==> src/rtl/store_buffer_if.sv <==
// store_buffer_if: CPU-side store/load signals and data-memory drain signals of the store buffer.
// Signals: memwrite/memaddr/memwritedata/memreaddata (CPU), dm_raddr/dm_rdata (async DM read),
// dm_req/dm_ack/dm_waddr/dm_wdata (drain write), full/empty/overflow (status).
interface store_buffer_if;
  logic        memwrite;
  logic [31:0] memaddr;
  logic [31:0] memwritedata;
  logic [31:0] memreaddata;
  logic [31:0] dm_raddr;
  logic [31:0] dm_rdata;
  logic        dm_req;
  logic        dm_ack;
  logic [31:0] dm_waddr;
  logic [31:0] dm_wdata;
  logic        full;
  logic        empty;
  logic        overflow;
  modport slave (
    input  memwrite, memaddr, memwritedata, dm_rdata, dm_ack,
    output memreaddata, dm_raddr, dm_req, dm_waddr, dm_wdata, full, empty, overflow
  );
  modport master (
    output memwrite, memaddr, memwritedata, dm_rdata, dm_ack,
    input  memreaddata, dm_raddr, dm_req, dm_waddr, dm_wdata, full, empty, overflow
  );
endinterface

==> src/rtl/store_buffer.sv <==
// store_buffer: DEPTH-entry circular FIFO of word stores drained to data memory via dm_req/dm_ack.
// Ports: clk, reset (async active-low), bus (store_buffer_if.slave).
// Optional store-to-load forwarding enabled by defining STORE_BUFFER_FWD_EN.
module store_buffer #(
  parameter int DEPTH = 4
) (
  input logic           clk,
  input logic           reset,
  store_buffer_if.slave bus
);
  localparam int AW = $clog2(DEPTH);
  localparam logic [AW:0] CNT_MAX = (AW+1)'(DEPTH);
  logic [29:0]   addr_q [DEPTH];
  logic [31:0]   data_q [DEPTH];
  logic [AW-1:0] head_q, head_d, tail_q, tail_d;
  logic [AW:0]   count_q, count_d;
  logic          overflow_q, overflow_d;
  logic          push, pop, full, empty;
  assign full  = count_q == CNT_MAX;
  assign empty = count_q == '0;
  always_comb begin
    pop        = ~empty & bus.dm_ack;
    push       = bus.memwrite & (~full | pop);
    head_d     = head_q + AW'(pop);
    tail_d     = tail_q + AW'(push);
    count_d    = count_q + (AW+1)'(push) - (AW+1)'(pop);
    overflow_d = overflow_q | (bus.memwrite & ~push);
  end
  always_ff @(posedge clk or negedge reset) begin
    if (!reset) begin
      head_q     <= '0;
      tail_q     <= '0;
      count_q    <= '0;
      overflow_q <= 1'b0;
    end else begin
      head_q     <= head_d;
      tail_q     <= tail_d;
      count_q    <= count_d;
      overflow_q <= overflow_d;
    end
  end
  always_ff @(posedge clk) begin
    if (push) begin
      addr_q[tail_q] <= bus.memaddr[31:2];
      data_q[tail_q] <= bus.memwritedata;
    end
  end
  assign bus.full     = full;
  assign bus.empty    = empty;
  assign bus.overflow = overflow_q;
  assign bus.dm_req   = ~empty;
  assign bus.dm_waddr = {addr_q[head_q], 2'b00};
  assign bus.dm_wdata = data_q[head_q];
  assign bus.dm_raddr = bus.memaddr;
`ifdef STORE_BUFFER_FWD_EN
  logic [AW-1:0] idx;
  logic [31:0]   fwd;
  // Walk oldest to youngest so the youngest matching entry wins.
  always_comb begin
    fwd = bus.dm_rdata;
    idx = head_q;
    for (int i = 0; i < DEPTH; i++) begin
      idx = head_q + AW'(i);
      if ((AW+1)'(i) < count_q && addr_q[idx] == bus.memaddr[31:2]) fwd = data_q[idx];
    end
  end
  assign bus.memreaddata = fwd;
`else
  assign bus.memreaddata = bus.dm_rdata;
`endif
endmodule

==> src/flat_wrapper.sv <==
// flat-port wrapper written by rule: the top's interface ports become plain ports
module store_buffer_flat 
#(
  parameter int DEPTH = 4
)
  (clk, reset, bus_memwrite, bus_memaddr, bus_memwritedata, bus_dm_rdata, bus_dm_ack, bus_memreaddata, bus_dm_raddr, bus_dm_req, bus_dm_waddr, bus_dm_wdata, bus_full, bus_empty, bus_overflow);
  store_buffer_if bus_i ();
  input logic clk;
  input logic reset;
  input wire logic [$bits(bus_i.memwrite)-1:0] bus_memwrite;
  input wire logic [$bits(bus_i.memaddr)-1:0] bus_memaddr;
  input wire logic [$bits(bus_i.memwritedata)-1:0] bus_memwritedata;
  input wire logic [$bits(bus_i.dm_rdata)-1:0] bus_dm_rdata;
  input wire logic [$bits(bus_i.dm_ack)-1:0] bus_dm_ack;
  output wire logic [$bits(bus_i.memreaddata)-1:0] bus_memreaddata;
  output wire logic [$bits(bus_i.dm_raddr)-1:0] bus_dm_raddr;
  output wire logic [$bits(bus_i.dm_req)-1:0] bus_dm_req;
  output wire logic [$bits(bus_i.dm_waddr)-1:0] bus_dm_waddr;
  output wire logic [$bits(bus_i.dm_wdata)-1:0] bus_dm_wdata;
  output wire logic [$bits(bus_i.full)-1:0] bus_full;
  output wire logic [$bits(bus_i.empty)-1:0] bus_empty;
  output wire logic [$bits(bus_i.overflow)-1:0] bus_overflow;
  assign bus_i.memwrite = bus_memwrite;
  assign bus_i.memaddr = bus_memaddr;
  assign bus_i.memwritedata = bus_memwritedata;
  assign bus_i.dm_rdata = bus_dm_rdata;
  assign bus_i.dm_ack = bus_dm_ack;
  assign bus_memreaddata = bus_i.memreaddata;
  assign bus_dm_raddr = bus_i.dm_raddr;
  assign bus_dm_req = bus_i.dm_req;
  assign bus_dm_waddr = bus_i.dm_waddr;
  assign bus_dm_wdata = bus_i.dm_wdata;
  assign bus_full = bus_i.full;
  assign bus_empty = bus_i.empty;
  assign bus_overflow = bus_i.overflow;
  store_buffer #(.DEPTH(DEPTH)) u_core (.clk(clk), .reset(reset), .bus(bus_i));
endmodule
==> config.mk <==
export PLATFORM = sky130hd
export DESIGN_NAME = store_buffer_flat
export DESIGN_NICKNAME = d
export VERILOG_FILES = /design/src/rtl/store_buffer_if.sv /design/src/rtl/store_buffer.sv /design/src/flat_wrapper.sv
export SDC_FILE = /design/constraint.sdc
export NUM_CORES = 1
export LEC_CHECK = 0
export BUFFER_PORTS_ARGS = -buffer_cell sky130_fd_sc_hd__buf_2
export CORE_MARGIN = 3
export CORE_UTILIZATION = 40
export DETAILED_ROUTE_END_ITERATION = 6
export HOLD_SLACK_MARGIN = 0.02
export PLACE_DENSITY = 0.62
export SKIP_CTS_REPAIR_TIMING = 1
export SKIP_LAST_GASP = 1
export SLEW_MARGIN = 10
export SYNTH_ARGS = -nofsm -noshare
export SYNTH_HDL_FRONTEND = slang
export SYNTH_SLANG_ARGS = --single-unit
export TNS_END_PERCENT = 5
==> constraint.sdc <==
create_clock -name clk -period 8.2 [get_ports clk]
set_clock_uncertainty 0.2 [all_clocks]
set_input_delay 1.64 -clock clk [delete_from_list [all_inputs] [get_ports clk]]
set_output_delay 1.64 -clock clk [all_outputs]
set_load 0.05 [all_outputs]
# Word-level counts from Yosys, hierarchy flattened
# Memories as Yosys holds them, arrays and structs flattened.
# Cells that the tools add are included.
[classes]
bitwise_logic = 8
n_eq_ne = 1
reduce_logical = 1
mux = 2
add_sub_neg = 4
[ops]
columns = ["operator", "count"]
rows = [
  ["2-bit by 1-bit adder with 2-bit output", 2],
  ["3-bit by 1-bit adder with 3-bit output", 1],
  ["1-bit bitwise AND", 3],
  ["3-bit == test, second input constant", 1],
  ["3-bit logical NOT", 1],
  ["1-bit inverter", 3],
  ["3-bit by 1-bit subtractor with 3-bit output", 1],
  ["1-bit two-way mux", 2],
  ["1-bit bitwise OR", 2],
]
[word_totals]
word_cells = 22
output_inout_bits = 132
regBits = 8
ram_bits = 248
mem_count = 2
in_bits = 100
[memory_table]
columns = ["name", "depth", "word_bits", "rd", "rd_clocked_by_memory_dff", "wr", "line_no", "text"]
rows = [
  ["u_core.data_q", 4, 32, 1, 0, 1, "store_buffer.sv:14", "logic [31:0] data_q [DEPTH];"],
  ["u_core.addr_q", 4, 30, 1, 0, 1, "store_buffer.sv:13", "logic [29:0] addr_q [DEPTH];"],
]

# Depth between registers and ports, before layout
[logic_depth]
depth_word = 8
depth_mapped = 9
mapped_depth_nobuf = 9

# Worst setup path before layout
# OpenSTA, ideal clock, no wires.
[synth_path]
path_type = "input-to-reg"
start = "input bus_dm_ack"
end = "memory u_core.addr_q[0][0] (enable)"
path_buffers = 0
setup_ns = 0.657
path_slack_ns = -0.739
stages = 2
required_time_ns = 7.343
arrival_ns = 8.083
cell_sequence = "nor4b_2 nor4b_1"
[synth_via]
elab_chain_len = 5
[synth_lines]
columns = ["item", "line_no", "text"]
rows = [
  ["start, declared", "flat_wrapper.sv:14", "input wire logic [$bits(bus_i.dm_ack)-1:0] bus_dm_ack;"],
  ["1-bit bitwise AND", "store_buffer.sv:22", "pop = ~empty & bus.dm_ack;"],
  ["1-bit bitwise OR", "store_buffer.sv:23", "push = bus.memwrite & (~full | pop);"],
  ["1-bit bitwise AND", "store_buffer.sv:23", ""],
  ["1-bit two-way mux", "store_buffer.sv:43", "if (push) begin"],
  ["1-bit two-way mux (not written as such)", "store_buffer.sv:44", "addr_q[tail_q] <= bus.memaddr[31:2];"],
  ["end, declared", "store_buffer.sv:13", ""],
]
# No other way between the ends.

# Worst setup path after layout
[layout_path]
start = "register u_core.head_q[0]"
end = "output bus_dm_wdata[31]"
[layout_via]
elab_chain_len = 1
[layout_lines]
columns = ["item", "line_no", "text"]
rows = [
  ["start, declared", "store_buffer.sv:15", "logic [AW-1:0] head_q, head_d, tail_q, tail_d;"],
  ["start signal, assigned", "store_buffer.sv:31", "head_q <= '0;"],
  ["start signal, assigned", "store_buffer.sv:36", "head_q <= head_d;"],
  ["memory 4 x 32 bit", "n/a", ""],
  ["end, declared", "flat_wrapper.sv:19", "output wire logic [$bits(bus_i.dm_wdata)-1:0] bus_dm_wdata;"],
]
# No other way between the ends.

==> key figures <==
Status
  • Status: finished, final reports clean

Placement
  • Area after DPL: 0.0106 sq mm
  • Placer Congestion: 0.677
  • Hpwl dp: 10400 microns
  • IO Port Bufs: between 150 and 200

CTS
  • Latest clock arrival within the worst-skew pair: roughly 0.51 ns
  • TritonCTS clock tree: done
  • Number of H-tree levels: 1
  • CTS Buf Count: 26
  • CTS Root Cell: clkbuf_16
  • Sink Count: between 200 and 300
  • Clk slew on worst S/H paths: 0.06 ns
  • Clk buf depth: 3

Die
  • Row cnt: 57
  • Placeable Area: roughly 0.024 sq mm
  • Vert. Die Dim: 164 microns
  • DIE AREA: 0.0267 sq mm
  • Initial core utilization: between 40% and 50%
  • IO Pins: ~230
  • Die width: between 150 and 200 microns

GRT
  • Total track usage: roughly an eighth
  • Gr ovfl total: 0
  • Global-route wire length before repair: between 20000 and 30000 microns
  • Vias in the first global route: 4780
  • Largest net degree at the start of global routing: 64
  • Antenna violations before repair: 2

Synth
  • Top cells by area, synth: edfxtp_1 75%, mux4_2 14%, buf_4 5.0%, dfrtp_1 2.0%, buf_12 1.2%
  • Top post-synthesis cells by count: 248 x edfxtp_1, 66 x buf_4, 60 x mux4_2
  • Syn Area/Cell: 23.4 sq um
  • Post-synth EDFFs: roughly 250
  • Yosys warnings: 0
  • Dominant cell type by area after synthesis: edfxtp_1
  • Ys async rst share: 3.13%
  • Netlist Area Pre-Place: 0.00993 sq mm
  • Cell count after synthesis: 425
  • Synth cell types: 24
  • Cell with the most instances after synthesis: edfxtp_1
  • Seq/Total Area, Yosys: 77.0%
  • Number of synthesized register bits: 256
  • Top FF cell, synth: edfxtp_1
  • Synth top area share: 75.0%

Setup path
  • CP Launch Type: flop
  • Worst path cell trace: buf_4 > mux4_1 > buf_2
  • R2R Setup Slk: about 5.4 ns
  • FF-to-FF End: u_core.count_q[2]
  • Worst Path Required: 6.36 ns
  • Slowest stage cell, crit path: dfrtp_4
  • CP arrival: 2.92 ns
  • Crit path kind: reg2out
  • Worst Path Max Fanout: 34
  • Cells on worst reg2reg path: 6
  • R2R Path Start: u_core.count_q[1]
  • CP endpoint kind: output pin
  • CP max stage delay: 0.84 ns

Detailed routing
  • Vias after detailed routing: 4355
  • Final ANT Viol Nets: 0
  • Final wirelength: ~18000 microns
  • DRC Markers: 0
  • First drt pass iteration count: 4
  • Via density: 4.92
  • Number of DRC markers in iteration 0: 302
  • Routed len/inst: 19.8 microns

Finish
  • Net count reported at finish: 647
  • Ant diodes: 0
  • Cell area after layout: around 0.011 sq mm
  • Reg area: around 0.0077 sq mm
  • Layout cells sized above 1: 48.4%
  • Final core area utilization: 47.1%
  • Multi-input gate area: 0.00164 sq mm
  • Syn-to-layout area delta: 15.4%
  • Filler instances: 2042

STA
  • Worst slew pin tran: 0.969 ns
  • Final period util: 58.0%
  • Unrepaired setup endpoints after global routing: no
  • Final setup viols: 0
  • Final Hold Vio Count: 0
  • Final Critical Period: 4.76 ns
  • Pins over their slew limit: 0
  • Fmax: 210 MHz
  • Max_slew headroom: ~35%

Min path
  • Hold WC Path Type: reg2reg
  • WHS Path Cells: 1
  • Hold Crit Start: u_core.bus.overflow
  • Hold path endpoint: u_core.bus.overflow

Run
  • Max-Cap Viols: 0

Power and ir drop
  • Tot Pwr: 4810 uW
  • Power Density: 420 mW/mm^2
  • Lkg Pwr: 0.00399 uW
  • Worst VDD drop: 0.238 mV
-- power breakdown --
part	internal (uW)	leakage (uW)	switching, uW
clock	725	0.000422	456
sequential	1730	0.00236	178
combinational	524	0.00120	1200
-- worst max-delay path: cells and delay by family (launching register included) --
family	cells	cell delay, ns
buffers and inverters	2	0.93
DFF	1	0.84
muxes	1	0.63
-- cells in the final DEF, fill, tap and decap left out --
master	n
clkbuf_1	5
dfrtp_4	2
mux4_2	60
ha_1	4
nor2_1	1
xor2_1	3
dfrtp_1	6
nor4b_4	1
buf_2	161
nor4b_2	1
conb_1	2
buf_4	7
fa_1	1
clkinvlp_4	1
clkinv_1	7
bufinv_16	4
mux4_1	2
xnor2_1	1
nor2b_1	1
nand2_1	1
clkbuf_16	27
or3_1	1
clkinv_4	1
nor4bb_4	1
clkinv_2	3
nor3b_2	1
nor3_2	1
nor3b_1	1
inv_1	6
edfxtp_1	248
a31o_2	1
-- layout make-up --
class,count,area share (%)
Multi-Input combinational cell,84,14.3
Clock buffer,32,6.06
Sequential cell,256,66.8
Clock inverter,16,1.55
Timing Repair Buffer,168,7.49
Inverter,6,0.197
Tap cell,324,3.54
-- registers in the layout (all words and copies together) (netlist names) --
register,flops
u_core.addr_q,120
u_core.data_q,128
u_core.bus.overflow,1
u_core.head_q,2
u_core.count_q,3
u_core.tail_q,2
-- stage by stage --
stage | TNS, ns | cells | hold WS (ns) | setup WS, ns
finish | 0 | 886 | 0.283 | 3.44
global route | 0 | 886 | 0.313 | 3.17
CTS | 0 | 886 | 0.278 | 3.29
detailed placement | 0 | 838 | 0.262 | 3.85
global placement | 0 | 838 | 0.248 | 3.85
floorplan | -19.13 | 426 | 0.266 | -0.309
-- worst max path at each step --
stage                           to        startpoint
6_report          bus_dm_wdata[31]  u_core.head_q[0]
3_5_place_dp      bus_dm_wdata[31]  u_core.head_q[0]
5_1_grt           bus_dm_wdata[31]  u_core.head_q[0]
4_1_cts           bus_dm_wdata[31]  u_core.head_q[0]
2_1_floorplan  u_core.addr_q[1][0]        bus_dm_ack
3_3_place_gp      bus_dm_wdata[31]  u_core.head_q[0]
-- cell families after synthesis --
kind of cell,share of synthesized area [%]
and+or+nand+nor,0.744
adders and majority gates,0.706
buffers and inverters,6.89
AOI/OAI and AO/OA,0.0882
muxes,14.1
other,0.0378
xor gates and xnor gates,0.353
DFF,77.0
-- routing by layer --
metal / track usage (%) / wire (microns) / vias up
met5: 0 / 27 / -
met4: 3.81 / 329 / 4
met3: 3.60 / 1230 / 40
met2: 22.0 / 8840 / 141
met1: 17.1 / 7090 / 2260
li1: - / - / 1910
No activity file was read; power rests on OpenSTA's default activity.
